<file path="config.mk">
export PLATFORM = sky130hd
export DESIGN_NAME = tap_delay_line_seq_flat
export DESIGN_NICKNAME = d
export VERILOG_FILES = /design/src/rtl/tap_delay_line_seq_pkg.sv /design/src/rtl/tap_delay_line_seq_if.sv /design/src/rtl/tap_delay_line_seq_hold_buf.sv /design/src/rtl/tap_delay_line_seq.sv /design/src/flat_wrapper.sv
export SDC_FILE = /design/constraint.sdc
export NUM_CORES = 2
export LEC_CHECK = 0
export CAP_MARGIN = 20
export CELL_PAD_IN_SITES_DETAIL_PLACEMENT = 1
export CELL_PAD_IN_SITES_GLOBAL_PLACEMENT = 2
export CORE_AREA = 2 2 485 487
export DETAILED_ROUTE_END_ITERATION = 10
export DIE_AREA = 0 0 487 489
export PLACE_DENSITY_LB_ADDON = 0.05
export SYNTH_ARGS = -nofsm -noshare
export SYNTH_HDL_FRONTEND = slang
export SYNTH_HIERARCHICAL = 1
export SYNTH_SLANG_ARGS = --single-unit
</file>
<file path="constraint.sdc">
create_clock -name clk_en -period 36.7 [get_ports clk_en]
set_clock_uncertainty 0.2 [all_clocks]
set_input_delay 7.34 -clock clk_en [delete_from_list [all_inputs] [get_ports clk_en]]
set_output_delay 7.34 -clock clk_en [all_outputs]
set_load 0.01 [all_outputs]
</file>
<file path="src/rtl/tap_delay_line_seq_pkg.sv">
// Shared constants, types and helpers for the tap delay line / phase sequencer.
//   DATA_W            default sample width (signed two's complement)
//   DEPTH             default number of taps
//   CYCLES_PER_SAMPLE default clocks per sample period
//   sample_t          signed sample type at the default width
//   npair(depth)      number of symmetric tap pairs, ceil(depth/2)
package tdl_pkg;

  localparam int unsigned DATA_W            = 10;
  localparam int unsigned DEPTH             = 119;
  localparam int unsigned CYCLES_PER_SAMPLE = 64;

  typedef logic signed [DATA_W-1:0] sample_t;

  function automatic int unsigned npair(input int unsigned depth);
    return (depth + 1) / 2;
  endfunction

endpackage

</file>
<file path="src/rtl/tap_delay_line_seq_if.sv">
// Sample input stream (valid/ready) for the tap delay line.
//   data   sample word
//   valid  data is valid (source -> sink)
//   ready  sink accepts data this cycle (sink -> source)
interface tap_delay_line_seq_if #(
  parameter int unsigned DATA_W = tdl_pkg::DATA_W
);
  logic [DATA_W-1:0] data;
  logic              valid;
  logic              ready;

  modport master (output data, output valid, input ready);
  modport slave  (input data, input valid, output ready);
endinterface

</file>
<file path="src/rtl/tap_delay_line_seq_hold_buf.sv">
// One-entry holding buffer in front of the delay line, with bypass on the shift cycle.
//   clk_en, reset  clock and synchronous active-high reset
//   flush          synchronous clear; blocks acceptance this cycle
//   shift          current cycle is the shift cycle
//   in_data/in_valid/in_ready  input handshake
//   load_avail     a sample is available for tap[0] (meaningful on the shift cycle)
//   load_data      that sample: buffered word, else the bypassed input
module tdl_hold_buf #(
  parameter int unsigned DATA_W = tdl_pkg::DATA_W
) (
  input  logic              clk_en,
  input  logic              reset,
  input  logic              flush,
  input  logic              shift,
  input  logic [DATA_W-1:0] in_data,
  input  logic              in_valid,
  output logic              in_ready,
  output logic              load_avail,
  output logic [DATA_W-1:0] load_data
);

  logic              buf_full_q;
  logic [DATA_W-1:0] buf_data_q;
  logic              hs;

  // The shift cycle drains the buffer, so a full buffer can still accept then.
  assign in_ready   = !reset && !flush && (!buf_full_q || shift);
  assign hs         = in_valid && in_ready;
  assign load_avail = buf_full_q || hs;
  assign load_data  = buf_full_q ? buf_data_q : in_data;

  always_ff @(posedge clk_en) begin
    if (reset || flush) begin
      buf_full_q <= 1'b0;
      buf_data_q <= '0;
    end else if (hs) begin
      buf_data_q <= in_data;
      // On the shift cycle an empty buffer bypasses instead of filling.
      buf_full_q <= buf_full_q || !shift;
    end else if (shift) begin
      buf_full_q <= 1'b0;
    end
  end

endmodule

</file>
<file path="src/rtl/tap_delay_line_seq.sv">
// Shared sample delay line with integrated phase sequencer for the serial filter bank.
//   clk_en, reset     clock and synchronous active-high reset
//   flush             synchronous clear of taps, buffer, phase and underrun
//   in_if             sample input stream (slave)
//   taps              flattened taps, tap[k] at [k*DATA_W +: DATA_W], tap[0] newest
//   phase             phase within the sample period
//   frame_start       phase == 0
//   frame_last        phase == CYCLES_PER_SAMPLE-1 (taps shift at its closing edge)
//   tap_a, tap_b      symmetric tap pair (tap[p], tap[DEPTH-1-p]) for phase p < NPAIR
//   pair_valid        pair outputs valid
//   pair_last         last pair of the frame
//   underrun          sticky: a shift happened with no sample available
//   clear_underrun    clears underrun (a coincident empty shift wins)
module tap_delay_line_seq #(
  parameter int unsigned DATA_W            = tdl_pkg::DATA_W,
  parameter int unsigned DEPTH             = tdl_pkg::DEPTH,
  parameter int unsigned CYCLES_PER_SAMPLE = tdl_pkg::CYCLES_PER_SAMPLE,
  localparam int unsigned PW               = $clog2(CYCLES_PER_SAMPLE)
) (
  input  logic                    clk_en,
  input  logic                    reset,
  input  logic                    flush,
  tap_delay_line_seq_if.slave     in_if,
  output logic [DEPTH*DATA_W-1:0] taps,
  output logic [PW-1:0]           phase,
  output logic                    frame_start,
  output logic                    frame_last,
  output logic [DATA_W-1:0]       tap_a,
  output logic [DATA_W-1:0]       tap_b,
  output logic                    pair_valid,
  output logic                    pair_last,
  output logic                    underrun,
  input  logic                    clear_underrun
);
  import tdl_pkg::*;

  localparam int unsigned NPAIR = npair(DEPTH);

  if (DEPTH < 2) begin : g_bad_depth
    $error("DEPTH must be at least 2");
  end
  if (CYCLES_PER_SAMPLE < NPAIR + 1) begin : g_bad_cps
    $error("CYCLES_PER_SAMPLE must be at least NPAIR+1");
  end

  typedef logic signed [DATA_W-1:0] smp_t;

  logic [PW-1:0]     phase_q;
  smp_t              tap_q [DEPTH];
  logic              underrun_q;
  logic              shift;
  logic              load_avail;
  logic [DATA_W-1:0] load_data;

  assign shift = (phase_q == PW'(CYCLES_PER_SAMPLE - 1));

  tdl_hold_buf #(
    .DATA_W (DATA_W)
  ) u_hold_buf (
    .clk_en     (clk_en),
    .reset      (reset),
    .flush      (flush),
    .shift      (shift),
    .in_data    (in_if.data),
    .in_valid   (in_if.valid),
    .in_ready   (in_if.ready),
    .load_avail (load_avail),
    .load_data  (load_data)
  );

  always_ff @(posedge clk_en) begin
    if (reset || flush) begin
      phase_q    <= '0;
      underrun_q <= 1'b0;
      for (int k = 0; k < DEPTH; k++) tap_q[k] <= '0;
    end else begin
      phase_q <= shift ? '0 : phase_q + PW'(1);
      if (shift) begin
        tap_q[0] <= load_avail ? smp_t'(load_data) : '0;
        for (int k = 1; k < DEPTH; k++) tap_q[k] <= tap_q[k-1];
      end
      if (shift && !load_avail) underrun_q <= 1'b1;
      else if (clear_underrun)  underrun_q <= 1'b0;
    end
  end

  for (genvar k = 0; k < DEPTH; k++) begin : g_taps
    assign taps[k*DATA_W +: DATA_W] = tap_q[k];
  end

  assign phase       = phase_q;
  assign frame_start = (phase_q == '0);
  assign frame_last  = shift;
  assign underrun    = underrun_q;

  // Pair mux: decoded per phase so every tap index is a constant.
  always_comb begin
    pair_valid = 1'b0;
    pair_last  = 1'b0;
    tap_a      = '0;
    tap_b      = '0;
    for (int unsigned p = 0; p < NPAIR; p++) begin
      if (phase_q == PW'(p)) begin
        pair_valid = 1'b1;
        pair_last  = (p == NPAIR - 1);
        tap_a      = tap_q[p];
        // Odd DEPTH: the centre tap pairs with nothing.
        if (DEPTH - 1 - p != p) tap_b = tap_q[DEPTH-1-p];
      end
    end
  end

endmodule

</file>
<file path="src/flat_wrapper.sv">
// flat-port wrapper written by rule: the top's interface ports become plain ports
module tap_delay_line_seq_flat import tdl_pkg::*;
#(
  parameter int unsigned DATA_W            = tdl_pkg::DATA_W,
  parameter int unsigned DEPTH             = tdl_pkg::DEPTH,
  parameter int unsigned CYCLES_PER_SAMPLE = tdl_pkg::CYCLES_PER_SAMPLE,
  localparam int unsigned PW               = $clog2(CYCLES_PER_SAMPLE)
)
  (clk_en, reset, flush, taps, phase, frame_start, frame_last, tap_a, tap_b, pair_valid, pair_last, underrun, clear_underrun, in_if_data, in_if_valid, in_if_ready);
  tap_delay_line_seq_if #(.DATA_W(DATA_W)) in_if_i ();
  input  logic clk_en;
  input  logic reset;
  input  logic flush;
  output logic [DEPTH*DATA_W-1:0] taps;
  output logic [PW-1:0] phase;
  output logic frame_start;
  output logic frame_last;
  output logic [DATA_W-1:0] tap_a;
  output logic [DATA_W-1:0] tap_b;
  output logic pair_valid;
  output logic pair_last;
  output logic underrun;
  input  logic clear_underrun;
  input wire logic [$bits(in_if_i.data)-1:0] in_if_data;
  input wire logic [$bits(in_if_i.valid)-1:0] in_if_valid;
  output wire logic [$bits(in_if_i.ready)-1:0] in_if_ready;
  assign in_if_i.data = in_if_data;
  assign in_if_i.valid = in_if_valid;
  assign in_if_ready = in_if_i.ready;
  tap_delay_line_seq #(.DATA_W(DATA_W), .DEPTH(DEPTH), .CYCLES_PER_SAMPLE(CYCLES_PER_SAMPLE)) u_core (.clk_en(clk_en), .reset(reset), .flush(flush), .in_if(in_if_i), .taps(taps), .phase(phase), .frame_start(frame_start), .frame_last(frame_last), .tap_a(tap_a), .tap_b(tap_b), .pair_valid(pair_valid), .pair_last(pair_last), .underrun(underrun), .clear_underrun(clear_underrun));
endmodule
</file>
=== Yosys cells after proc, flatten, opt, wreduce, memory -nomap -nowiden ===
Memory sizes are Yosys's and may differ from the RTL's.
Index checks and enable logic that the tools add are counted.

* RAM bits: 1,190
* Input port bits: 15
* Register bits after elaboration: 18
* Word-level logic and storage cells: 512
* Output and inout bits: 1,222
* Memories: 1

{| class="wikitable"
|+ Memory list
! memory !! depth !! width !! read ports !! clocked after Yosys merged registers in !! write ports !! RTL line !! RTL
|-
| u_core.tap_q || 119 || 10 || 119 || 0 || 119 || tap_delay_line_seq.sv:49 || <nowiki>smp_t tap_q [DEPTH];</nowiki>
|}

* Reduce and logical (&&, ||, !) cells: 17
* Multiplexer cells: 310
* Add/subtract/negate cells: 1
* Bitwise logic cells: 119
* Eq/ne operators: 60

{| class="wikitable"
|+ Operator list
! cell !! number
|-
| $mux W10 || 240
|-
| $eq A6 B6 Y1 const B || 29
|-
| $or A1 B1 Y1 || 119
|-
| $eq A6 B5 Y1 const B || 16
|-
| $mux W1 || 70
|-
| $eq A6 B4 Y1 const B || 8
|-
| $eq A6 B3 Y1 const B || 4
|-
| $eq A6 B2 Y1 const B || 2
|-
| $add A6 B1 Y6 const B || 1
|-
| $eq A6 B1 Y1 const B || 1
|-
| $logic_not A6 Y1 || 1
|-
| $logic_not A1 Y1 || 5
|-
| $logic_and A1 B1 Y1 || 4
|-
| $logic_or A1 B1 Y1 || 4
|-
| $reduce_bool A2 Y1 || 2
|-
| $reduce_or A2 Y1 || 1
|}

=== Depth between registers and ports, before layout ===
* Depth after elaboration: 61
* Mapped depth: 14
* Depth with buffers taken out: 10

=== Hierarchy ===
Netlist, hierarchy kept.

{| class="wikitable"
|+ By module, submodules not included
! module !! area an instance (um2) !! times used !! seq. area each (um2) !! cells each
|-
| tap_delay_line_seq || 56,172.6 || 1 || 35,874.4 || 4,498
|-
| tdl_hold_buf || 510.5 || 1 || 220.2 || 42
|}

=== Least setup slack after synthesis ===
No wires, ideal clock.

* Kind: input to register
* Start: input flush
* End: memory u_core/tap_q[0][0] (netlist bit) (enable)
* Data arrival time: 26.971 ns
* Required time: 28.322 ns
* Path buffers: 1
* Library setup time: 8.178 ns
* Cell stages on the path: 3
* Setup slack: 1.351 ns
* Cells stage by stage: nor2_1 > clkbuf_1 > nand2_1

{| class="wikitable"
|+ RTL lines
! item !! RTL line !! RTL
|-
| start, declared || flat_wrapper.sv:13 || <nowiki>input logic flush;</nowiki>
|-
| end, declared || tap_delay_line_seq.sv:49 ||
|}

=== Final worst setup path ===
* Start: input reset
* End: output in_if_ready

* Longest elaborated chain between the ends: 3

{| class="wikitable"
|+ Ends and longest elaborated chain
! item !! RTL line !! RTL
|-
| start, declared || flat_wrapper.sv:12 || <nowiki>input logic reset;</nowiki>
|-
| $logic_not A1 Y1 || tap_delay_line_seq_hold_buf.sv:27 || <nowiki>assign in_ready = !reset && !flush && (!buf_full_q || shift);</nowiki>
|-
| $logic_and A1 B1 Y1 (2 in a row) || tap_delay_line_seq_hold_buf.sv:27 ||
|-
| end, declared || flat_wrapper.sv:26 || <nowiki>output wire logic [$bits(in_if_i.ready)-1:0] in_if_ready;</nowiki>
|}

Every way passes these cells.

==> impl_metrics.toml <==
[min_path]
holdPathStages = 1
worstHoldEndpoint = "u_core/u_hold_buf/buf_data_q[8]"
hp-start = "u_core/u_hold_buf/buf_data_q[8]"
worst_hold_path_type = "reg -> reg"

[finish]
fin_cells = 9007
area_growth_pct = 37.3
fill_cells = 25054
seq_area_um2 = 36100
final_util = 0.333
multi_input_area_um2 = 19300
nets = 5839
final_cell_mix = "1236 x clkdlybuf4s50_1, 1190 x edfxtp_1, 1179 x and2_1"
drive_gt1_frac = 0.0844
final_common_cell = "clkdlybuf4s50_1"

[routing]
dr.first_iter.drc_count = 5867
firstDrtPassIters = 5
viasPerCell = 5.29
vias = 47654
highest_layer = "met4"
wl_met3_um = 29400
dr_wl_met2_um = 175000
drc = 0
wire_per_inst_um = 41.8
wl_met1_um = 160000
ant_nets = 0
wirelength_um = 377000

[power_and_ir_drop]
p_sw_w = 0.000962
clockPowerShare = 0.418
powerDensity_nw_per_um2 = 45.3
leakage_nw = 28.4
pwr-share-comb = 0.098
p_total_w = 0.00353
power.share.switching = 0.272
seqPwrFrac = 0.484
internal_power_w = 0.00257
vdd_drop_max_mv = 0.0427

[global_routing]
grt_pass1_vias = 47416
grt_max_degree = 220
grt_overflow = 0
antenna_found_initial = 24
grt_pass1_wl_um = 486000
grt_usage = 0.306

[setup_path]
end_kind = "output pin"
cp-start-kind = "input port"
crit_fanout = 5
r2r-end = "u_core/tap_q[0][673]"
r2r_setup_slack_ns = 28.32
slowest_stage = "nor2_2"
arrival_ns = 9.38
required_ns = 29.16
reg2reg_from = "u_core/phase[4]"
critical_path_class = "in -> out"
critical_path.most_common_cell = "clkdlybuf4s50_1"
cpPeakStageDelay_ns = 0.72
r2r_cells = 10
path_cells = "clkdlybuf4s50_1 > nor2_2 > and2_1 > clkdlybuf4s50_1"

[yosys]
async_flop_share = 0
synth_fp_nets = 4559
synth_edf_count = 1190
yosysTopAreaCell = "edfxtp_1"
synth_ff_type = "edfxtp_1"
yosysUniqueCellTypes = 110
ys_seq_area_frac = 0.637
yosys_register_bits = 1208
avgSynthCellArea_um2 = 12.5
synthesis.area_um2 = 56700
yosysTopAreaCellShare = 0.630
synth.top_cells.by_area = "edfxtp_1 63%, and2_1 13%, a221oi_1 1.9%, nor2_1 1.5%, nand2_1 1.5%"
yosysWarnings = 6
syn_inst = 4540

[timing]
min_period_ns = 16.92
finalMaxSlewViolations = 0
finalSetupTns_ns = 0
hold_violations = 0
max_slew_margin = 0.109
setup_violations = 0
finalCritPeriodShare = 0.461
max_freq_ghz = 0.0591
rsz0062_at_grt = "no"
tightest_slew_ns = 1.34

[clock_tree]
cts-root-buf = "clkbuf_16"
clk-insertion-delay-late_ns = 0.83
cts_tree = "done"
post_cts_resize_count = 0
cts_buffer_depth = 3
clock-sinks = 1208
cts_hold_buf = 0
htreeDepth = 4
clkTransAtPathRegs_ns = 0.05
cts_setup_buffers = 0
numCtsBuffers = 156

[floorplan]
start_util = 0.243
ios = 1237
die_h_um = 489
rows = 178
die_area_um2 = 238000
die_x_um = 487
fp.coreArea_um2 = 234000

[place]
dp_cells = 8720
hpwlAfterDp_um = 292000
gp_congestion = 0.893
io_buffers = 1236

[flow_run]
max-cap-violations = 0

[outcome]
status = "finished clean"
## power groups by stage
| stage | Clock [W] | Combinational [W] | Sequential [W] |
|---|---|---|---|
| 2_1_floorplan | 0 | 0.0000599 | 0.00179 |
| 3_3_place_gp | 0 | 0.000347 | 0.00174 |
| 3_5_place_dp | 0 | 0.000347 | 0.00174 |
| 4_1_cts | 0.00151 | 0.000348 | 0.00171 |
| 5_1_grt | 0.00155 | 0.000356 | 0.00172 |
| 6_report | 0.00148 | 0.000345 | 0.00171 |
## cell type report
| type | instances | share of cell area |
|---|---|---|
| multi-input combinational | 3012 | 0.248 |
| sequential | 1208 | 0.464 |
| timing repair buffer | 1422 | 0.178 |
| clock inverter | 70 | 0.00677 |
| tap | 3060 | 0.0492 |
| antenna | 9 | 0.000289 |
| clock buffer | 206 | 0.0534 |
| inverter | 20 | 0.000964 |
## routing by layer
metal,global-route usage,vias to the layer above
li1,-,19798
met1,0.405,25401
met2,0.490,2161
met3,0.0763,294
met4,0.0920,0
met5,0,-
## cell usage after synthesis (44+ instances only)
cell type / count
nor2_1: 228
o211ai_1: 44
o221ai_1: 80
nand3_1: 67
clkbuf_1: 192
a221oi_1: 122
a221o_1: 49
nand2_1: 219
nor3_1: 57
o21ai_0: 149
and2_1: 1179
a22oi_1: 51
buf_2: 71
a21oi_1: 135
edfxtp_1: 1190
o22ai_1: 94
## flip-flops by register name, summed over array words and instances (netlist names)
signal / count
u_core/tap_q: 1190
u_core/u_hold_buf/buf_data_q: 10
u_core/phase: 6
u_core/underrun: 1
u_core/u_hold_buf/buf_full_q: 1
## critical path, delay by kind of cell
family	cells	cell delay (ns)
AND/OR/NAND/NOR	2	0.96
buffers and inverters	2	1.05
## through the flow
stage | area (µm²) | hold WS (ns) | setup slack [ns]
6_report | 77800 | 0.274 | 19.78
3_3_place_gp | 73100 | 0.256 | 19.64
5_1_grt | 77800 | 0.291 | 19.68
3_5_place_dp | 73100 | 0.262 | 19.65
2_1_floorplan | 56700 | 0.243 | 1.35
4_1_cts | 77800 | 0.278 | 19.64
## how the worst max path moves through the flow
| stage | to | cells after the start | slack, ns | startpoint |
|---|---|---|---|---|
| finish | in_if_ready | 4 | 19.78 | reset |
| floorplan | u_core/tap_q[0][0] | 3 | 1.35 | flush |
| detailed placement | in_if_ready | 4 | 19.65 | reset |
| CTS | in_if_ready | 4 | 19.64 | reset |
| global route | in_if_ready | 4 | 19.68 | reset |
| global placement | in_if_ready | 4 | 19.64 | reset |
## cells by family (layout without fill, tap and decap cells)
| kind of cell | after synthesis | after routing | synth area share |
|---|---|---|---|
| compound gates | 1023 | 1023 | 0.132 |
| xor+xnor | 4 | 4 | 0.000618 |
| fa+ha+maj | 5 | 5 | 0.00106 |
| buf+inv | 320 | 1718 | 0.0260 |
| flops | 1208 | 1208 | 0.637 |
| mux | 12 | 12 | 0.00234 |
| other cells | 0 | 9 | 0 |
| simple gates | 1968 | 1968 | 0.201 |
(Power assumes the default switching activity.)
